**src/rtl/b1_scfifo_pkg.sv**
```systemverilog
// Shared types and constants for the b1_scfifo read-side stream adapter.
package b1_scfifo_pkg;

    typedef logic [1:0] occ_t;

    localparam int BUF_DEPTH = 2;
    localparam int STAT_W    = 32;

endpackage

```
**src/rtl/b1_skid_buf2.sv**
```systemverilog
// Two-entry register buffer with head/tail pointers; the head entry drives dout_o.
module b1_skid_buf2
    import b1_scfifo_pkg::*;
#(
    parameter int DWIDTH = 8
) (
    input  logic              clk_i,
    input  logic              arst_i,
    input  logic              clear_i,
    input  logic              push_i,
    input  logic              pop_i,
    input  logic [DWIDTH-1:0] din_i,
    output logic [DWIDTH-1:0] dout_o,
    output occ_t              occ_o
);

    logic [DWIDTH-1:0] r_mem [BUF_DEPTH];
    logic              r_head;
    logic              r_tail;
    occ_t              r_occ;
    logic              w_push;
    logic              w_pop;

    // A push into a full buffer is only legal when the head leaves in the same clock.
    assign w_pop  = pop_i & (r_occ != '0);
    assign w_push = push_i & ((r_occ != occ_t'(BUF_DEPTH)) | w_pop);

    always_ff @(posedge clk_i or posedge arst_i) begin
        if (arst_i) begin
            for (int i = 0; i < BUF_DEPTH; i++) begin
                r_mem[i] <= '0;
            end
            r_head <= 1'b0;
            r_tail <= 1'b0;
            r_occ  <= '0;
        end else if (clear_i) begin
            r_head <= 1'b0;
            r_tail <= 1'b0;
            r_occ  <= '0;
        end else begin
            if (w_push) begin
                r_mem[r_tail] <= din_i;
                r_tail        <= ~r_tail;
            end
            if (w_pop) begin
                r_head <= ~r_head;
            end
            if (w_push & ~w_pop) begin
                r_occ <= r_occ + 2'd1;
            end else if (w_pop & ~w_push) begin
                r_occ <= r_occ - 2'd1;
            end
        end
    end

    assign dout_o = r_mem[r_head];
    assign occ_o  = r_occ;

endmodule

```
**src/rtl/b1_scfifo_rd_stream.sv**
```systemverilog
// Read adapter for b1_scfifo (normal mode): issues rdreq, absorbs q latency, emits valid/ready stream.
// Define B1_SCFIFO_RD_STAT_EN to add the words_o / stall_o statistics counters.
module b1_scfifo_rd_stream
    import b1_scfifo_pkg::*;
#(
    parameter int DWIDTH = 8,
    parameter int AWIDTH = 8
) (
    input  logic              clk_i,
    input  logic              arst_i,
    input  logic              flush_i,
    input  logic              fifo_empty_i,
    input  logic [DWIDTH-1:0] fifo_q_i,
    output logic              fifo_rdreq_o,
    output logic [DWIDTH-1:0] data_o,
    output logic              valid_o,
    input  logic              ready_i
`ifdef B1_SCFIFO_RD_STAT_EN
    ,
    output logic [STAT_W-1:0] words_o,
    output logic [STAT_W-1:0] stall_o
`endif
);

    // The statistics counters must be wide enough to count a full FIFO's worth of words.
    if (AWIDTH >= STAT_W) begin : g_awidth_too_wide
        $error("b1_scfifo_rd_stream: AWIDTH must be smaller than STAT_W");
    end

    logic       r_infl;
    occ_t       w_occ;
    logic       w_pop;
    logic       w_pop_buf;
    logic       w_push_buf;
    logic [2:0] w_level;

    assign valid_o = (w_occ != '0);
    assign w_pop   = valid_o & ready_i;

    // Words that will be resident after this clock; a new request only fits below 2.
    assign w_level      = {1'b0, w_occ} + {2'b00, r_infl} - {2'b00, w_pop};
    assign fifo_rdreq_o = ~arst_i & ~fifo_empty_i & ~flush_i & (w_level < 3'd2);

    assign w_push_buf = r_infl & ~flush_i;
    assign w_pop_buf  = w_pop & ~flush_i;

    always_ff @(posedge clk_i or posedge arst_i) begin
        if (arst_i) begin
            r_infl <= 1'b0;
        end else begin
            r_infl <= fifo_rdreq_o;
        end
    end

    b1_skid_buf2 #(
        .DWIDTH (DWIDTH)
    ) u_buf (
        .clk_i   (clk_i),
        .arst_i  (arst_i),
        .clear_i (flush_i),
        .push_i  (w_push_buf),
        .pop_i   (w_pop_buf),
        .din_i   (fifo_q_i),
        .dout_o  (data_o),
        .occ_o   (w_occ)
    );

`ifdef B1_SCFIFO_RD_STAT_EN
    logic [STAT_W-1:0] r_words;
    logic [STAT_W-1:0] r_stall;

    // Flush does not clear the statistics; only reset does.
    always_ff @(posedge clk_i or posedge arst_i) begin
        if (arst_i) begin
            r_words <= '0;
            r_stall <= '0;
        end else begin
            if (w_pop_buf) begin
                r_words <= r_words + STAT_W'(1);
            end
            if (valid_o & ~ready_i) begin
                r_stall <= r_stall + STAT_W'(1);
            end
        end
    end

    assign words_o = r_words;
    assign stall_o = r_stall;
`endif

endmodule

```
**config.mk**
```make
export PLATFORM = sky130hd
export DESIGN_NAME = b1_scfifo_rd_stream
export DESIGN_NICKNAME = d
export VERILOG_FILES = /design/src/rtl/b1_scfifo_pkg.sv /design/src/rtl/b1_skid_buf2.sv /design/src/rtl/b1_scfifo_rd_stream.sv
export SDC_FILE = /design/constraint.sdc
export NUM_CORES = 1
export LEC_CHECK = 0
export BUFFER_PORTS_ARGS = -buffer_cell sky130_fd_sc_hd__buf_2
export CAP_MARGIN = 25
export CORE_MARGIN = 4
export CORE_UTILIZATION = 52
export CTS_CLUSTER_SIZE = 10
export DETAILED_ROUTE_END_ITERATION = 10
export PLACE_DENSITY = 0.76
export RECOVER_POWER = 25
export SLEW_MARGIN = 10
export SYNTH_ARGS = -nofsm -noshare
export SYNTH_HDL_FRONTEND = slang
export SYNTH_SLANG_ARGS = --single-unit
```
**constraint.sdc**
```tcl
create_clock -name clk_i -period 2.5 [get_ports clk_i]
set_input_delay 0.125 -clock clk_i [delete_from_list [all_inputs] [get_ports clk_i]]
set_output_delay 0.125 -clock clk_i [all_outputs]
set_load 0.03 [all_outputs]
```
==> run_results.csv, run 1 <==
group,metric,value,unit
run_status,outcome,"complete, but fails checks",
run_status,violations,"negative setup slack",
timing,min_period,2540,ps
floorplan,dieHeight,53.5,um
pwr,max-vdd-ir-drop,0.000628,V
drt,drc,0,
critical_path,end_kind,"output pin",
final_layout,fin_util,65.6,%
timing,finalCritPeriodShare,102,%
synth,netlist.area_leader.share,48.8,%
drt,routedWlPerCell,13.9,um
timing,hold_viol,0,
synth,yosys_warnings,0,
synth,syn_nets,94,
synth,syn_area,0.00108,mm^2
clocking,ctsLongestPathBuffers,2,
final_layout,instances_no_fill,134,
critical_path,crit_arrival,2420,ps
clocking,clockRootBuffer,"clkbuf_4",
final_layout,drive_above_1_share,53.3,%
timing,fin_skew,1.22,ps
final_layout,post-route-cell-area,0.00129,mm^2
synth,synth-async-reset-ratio,100,%
final_layout,fillers,179,
synth,synth_edf_count,0,
global_routing,antenna_found_initial,0,
final_layout,multi_input_area,523,um^2
timing,setup_violations,1,
timing,finalMaxSlewViolations,0,
critical_path,critPathKind,"register to output pin",
synth,ys_ff_latch,21,
final_layout,nets,123,
floorplan,pin_count,23,
drt,dr.pass1.iters,4,
floorplan,dieArea,0.00286,mm^2
synth,yosysTopAreaCell,"dfrtp_1",
synth,syn_inst,79,
clocking,cts_buffers,3,
global_routing,grt-ovfl-total,0,
global_routing,grt_pass1_vias,735,
run,maxCapViolations,0,
drt,vias_per_cell,5.24,
timing,setup_ws,-40.6,ps
synth,yosys-top-cells-area,"dfrtp_1 49%, mux2_2 17%, mux2_4 11%",
worst_hold_path,hold_depth,2,
floorplan,start_util,54.8,%
critical_path,reg2reg_depth,6,
drt,vias,702,
synth,avgSynthCellArea,13.6,um^2
floorplan,fp.coreArea,0.00196,mm^2
clocking,cts.sinks,21,
final_layout,final_cell_mix,"21 x buf_2, 21 x dfrtp_1, 16 x mux2_2",
critical_path,startpoint_type,"register",
pwr,p_per_area,693,mW/mm^2
placed_design,dpl_cell_area,0.00123,mm^2
global_routing,grt_pass1_wl,3170,um
drt,drt_iter0_drc,6,
synth,yosysUniqueCellTypes,26,
critical_path,critPathRequiredTime,2380,ps
placed_design,dp.cells,127,
final_layout,seqCellArea,526,um^2
placed_design,gp_congestion,0.801,
timing,tightest_slew,765,ps
worst_hold_path,worst_hold_path_type,"input port to register",
placed_design,portBuffers,22,
drt,routed_wirelength,1860,um
floorplan,fp.dieW,53.5,um
global_routing,grt_usage,15.8,%
clocking,clk_pin_slew_worst_paths,120,ps
timing,relSlewSlack,48.9,%
synth,yosys_most_used_dff,"dfrtp_1",
drt,antenna_left,0,
final_layout,antenna_cells,0,
timing,fmax,394,MHz
pwr,p_total,0.000891,W
synth,synth.yosys.seq_area_share,48.8,%
clocking,htree_num_levels,1,
placed_design,place_ws,253,ps
placed_design,dp_hpwl,1430,um
clocking,cts_tree,"yes",
floorplan,fp-row-count,16,
critical_path,path_max_fanout,2,
pwr,p_leak,0.636,nW
final_layout,syn_to_final_growth,19.5,%
clocking,insertion_delay,290,ps
timing,rsz0062_at_grt,"yes",
global_routing,grt_max_degree,22,
-- registers in the layout, indices dropped and copies added, names as in the netlist --
signal,flops
u_buf.r_mem,16
u_buf.occ_o,2
r_infl,1
u_buf.r_head,1
u_buf.r_tail,1
-- per-layer routing --
| layer | vias up | GRT usage, % | part of all wire, % |
|---|---|---|---|
| met5 | - | 0 | 0 |
| met4 | 0 | 7.66 | 2.0 |
| met3 | 4 | 3.38 | 4.0 |
| met2 | 18 | 25.1 | 49 |
| met1 | 348 | 20.3 | 45 |
| li1 | 332 | - | - |
-- Yosys cell counts, types with 2 or more instances --
cell	count
nor2b_1	2
nand2b_1	2
mux2_4	8
o21a_1	2
inv_1	3
xor2_1	2
buf_6	2
nand2_1	2
mux2_2	16
dfrtp_1	21
a21oi_1	3
nor2_1	2
-- cell families after synthesis --
family	count (synthesis)	share of synthesized area, %
multiplexers	25	28.8
flip-flops	21	48.8
AND/OR/NAND/NOR	15	9.65
buffers and inverters	7	3.95
AO/OA/AOI/OAI	6	3.25
XOR/XNOR	3	2.44
adder cells (fa/ha/maj)	2	3.02
-- metrics by stage --
stage          hold slack [ps]  setup TNS (ps)
2_1_floorplan              102               0
3_3_place_gp               318               0
3_5_place_dp               328               0
4_1_cts                   1.95           -54.0
5_1_grt                   38.6            -173
6_report                  48.1           -40.6
-- power breakdown --
part / total [W] / leakage [nW] / switching, W / internal [W]
logic: 0.000297 / 0.350 / 0.000154 / 0.000143
clock network: 0.000163 / 0.0139 / 0.000102 / 0.0000607
registers: 0.000431 / 0.272 / 0.0000327 / 0.000399
-- area by class of cell --
class | count | area share (%)
timing repair buffer | 28 | 12.6
sequential | 21 | 40.9
clock buffer | 3 | 1.75
clock inverter | 1 | 0.584
tap | 27 | 2.63
inverter | 3 | 0.875
multi-input combinational | 51 | 40.7
-- worst paths after layout --
| kind | startpoint | end | slack [ps] |
|---|---|---|---|
| min reg2reg | u_buf.r_mem[5]$_DFFE_PP0P_ | u_buf.r_mem[5]$_DFFE_PP0P_ | 520 |
| max in group asynchronous | arst_i | u_buf.r_head$_DFFE_PP0P_ | 1500 |
| max | u_buf.occ_o[1]$_DFFE_PP0P_ | fifo_rdreq_o | -40 |
| max reg2reg | u_buf.occ_o[1]$_DFFE_PP0P_ | r_infl$_DFF_PP0_ | 460 |
| min in group asynchronous | arst_i | r_infl$_DFF_PP0_ | 520 |
| min | flush_i | u_buf.r_head$_DFFE_PP0P_ | 50 |
-- what timing repair did --
action,4_1_cts,5_1_grt
setup buffers,1,0
endpoints found under the setup margin,1,1
hold buffers,0,2
endpoints found under the hold margin,0,1
resized for setup,1,1
-- critical path: stages, from the launching register on --
cell and delay [ps]:
dfrtp_1 410, o21a_1 210, ha_1 260, or2b_1 230, fa_1 480, nand2b_1 90
nor4_4 260, buf_6 170
Power figures use the tool's default switching activity.
==> run 2, diff against run 1 <==
--- a/config.mk
+++ b/config.mk
@@ -13,6 +13,7 @@
 export DETAILED_ROUTE_END_ITERATION = 10
 export PLACE_DENSITY = 0.76
 export RECOVER_POWER = 25
+export REMOVE_ABC_BUFFERS = 1
 export SLEW_MARGIN = 10
 export SYNTH_ARGS = -nofsm -noshare
 export SYNTH_HDL_FRONTEND = slang
==> run 2 against run 1 <==
The flow still finishes with violations (negative setup slack). Power shrank 0.94%. Combinational power is essentially flat. Highest routed layer unchanged. Largest power group unchanged. Register-to-register slack gained 60 ps.
==> run_results.csv, run 2 (synthesis gave the netlist of run 1 again) <==
group,metric,value,unit
clocking,cts_tree,"yes",
drt,vias_per_cell,5.14,
critical_path,critPathKind,"register to output pin",
pwr,max-vdd-ir-drop,0.000361,V
global_routing,antenna_found_initial,0,
run_status,violations,"negative setup slack",
critical_path,startpoint_type,"register",
clocking,htree_num_levels,1,
final_layout,fin_util,64.5,%
floorplan,fp-row-count,16,
clocking,cts_buffers,3,
timing,fmax,398,MHz
drt,antenna_left,0,
clocking,insertion_delay,290,ps
drt,drt_iter0_drc,8,
critical_path,cp_slowest_cell,"fa_1",
timing,hold_viol,0,
final_layout,antenna_cells,0,
final_layout,instances_no_fill,133,
global_routing,grt_usage,16.6,%
clocking,cts.sinks,21,
placed_design,dpl_cell_area,0.00120,mm^2
final_layout,post-route-cell-area,0.00127,mm^2
drt,routed_wirelength,1910,um
drt,dr.pass1.iters,3,
timing,finalMaxSlewViolations,0,
pwr,p_per_area,697,mW/mm^2
placed_design,gp_congestion,0.754,
drt,routedWlPerCell,14.3,um
timing,rsz0062_at_grt,"yes",
timing,tightest_slew,862,ps
timing,relSlewSlack,42.5,%
timing,fin_skew,2.24,ps
placed_design,dp_hpwl,1430,um
final_layout,fillers,166,
critical_path,critPathTopFamily,"adder cells",
timing,setup_violations,1,
floorplan,fp.coreArea,0.00196,mm^2
floorplan,dieArea,0.00286,mm^2
final_layout,largest_register,"u_buf.r_mem",
critical_path,max_stage_delay,480,ps
floorplan,pin_count,23,
placed_design,dp.cells,126,
final_layout,largest_reg_flops,16,
global_routing,grt_pass1_vias,733,
critical_path,crit_path_cell_trace,"o21a_1, ha_1, or2b_1, fa_1, nand2b_1, nor4_2, buf_4",
timing,min_period,2510,ps
timing,finalCritPeriodShare,101,%
pwr,p_leak,0.630,nW
critical_path,critPathRequiredTime,2380,ps
floorplan,fp.dieW,53.5,um
clocking,clockRootBuffer,"clkbuf_4",
final_layout,nets,122,
final_layout,drive_above_1_share,51.9,%
clocking,ctsLongestPathBuffers,2,
run_status,outcome,"complete, but fails checks",
floorplan,start_util,54.8,%
global_routing,grt-ovfl-total,0,
global_routing,grt_pass1_wl,3300,um
drt,drc,0,
critical_path,r2r_slack,520,ps
final_layout,final_cell_mix,"21 x buf_2, 21 x dfrtp_1, 16 x mux2_2",
critical_path,crit_arrival,2390,ps
pwr,p_total,0.000883,W
clocking,clk_pin_slew_worst_paths,110,ps
final_layout,syn_to_final_growth,17.7,%
critical_path,path_max_fanout,2,
run,maxCapViolations,0,
global_routing,grt_max_degree,22,
critical_path,critPathBufInv,1,
worst_hold_path,worst_hold_path_type,"input port to register",
floorplan,dieHeight,53.5,um
drt,vias,683,
critical_path,end_kind,"output pin",
placed_design,portBuffers,22,
timing,setup_ws,-14.1,ps
clocking,holdBufCountCts,2,
timing,holdWs,12.3,ps
run 2: metal layers:
metal	part of all wire, %	routed length, um	global-route usage, %	up-vias
met5	0	0	0	-
met2	53	1010	27.3	12
met3	4.1	78	3.38	2
met1	43	814	21.2	342
li1	-	-	-	327
met4	0.52	10	6.38	0
run 2: power breakdown:
part	leakage [nW]	internal (W)	switching, W
logic	0.343	0.000142	0.000154
clock network	0.0150	0.0000620	0.0000921
registers	0.272	0.000399	0.0000337
total	0.630	0.000603	0.000280
run 2: final cells by class:
cell class / count / area (um^2) / share of cell area (%)
Clock buffer: 4 / 26.3 / 2.08
Inverter: 3 / 11.3 / 0.889
Multi-Input combinational cell: 51 / 514 / 40.6
Sequential cell: 21 / 526 / 41.5
Tap cell: 27 / 33.8 / 2.67
Timing Repair Buffer: 27 / 155 / 12.3
run 2: metrics by stage:
stage	TNS (ps)	setup slack, ps
after floorplan	-786	-447
after global placement	0	282
after detailed placement	0	246
after CTS	-35.4	-35.4
after global routing	-158	-158
final	-14.1	-14.1
run 2: what timing repair did:
action                                  in CTS  in global routing
endpoints found under the hold margin       22                  1
pin swaps                                    0                  0
setup buffers                                0                  0
endpoints found under the setup margin       1                  1
gates resized for setup                      2                  1
run 2: worst paths after layout:
check,from,depth (start not counted),endpoint
min reg2reg,u_buf.r_mem[5]$_DFFE_PP0P_,1,u_buf.r_mem[5]$_DFFE_PP0P_
max in group asynchronous,arst_i,4,u_buf.r_mem[15]$_DFFE_PP0P_
min in group asynchronous,arst_i,3,r_infl$_DFF_PP0_
max reg2reg,u_buf.occ_o[0]$_DFFE_PP0P_,6,r_infl$_DFF_PP0_
max,u_buf.occ_o[0]$_DFFE_PP0P_,7,fifo_rdreq_o
min,arst_i,2,r_infl$_DFF_PP0_
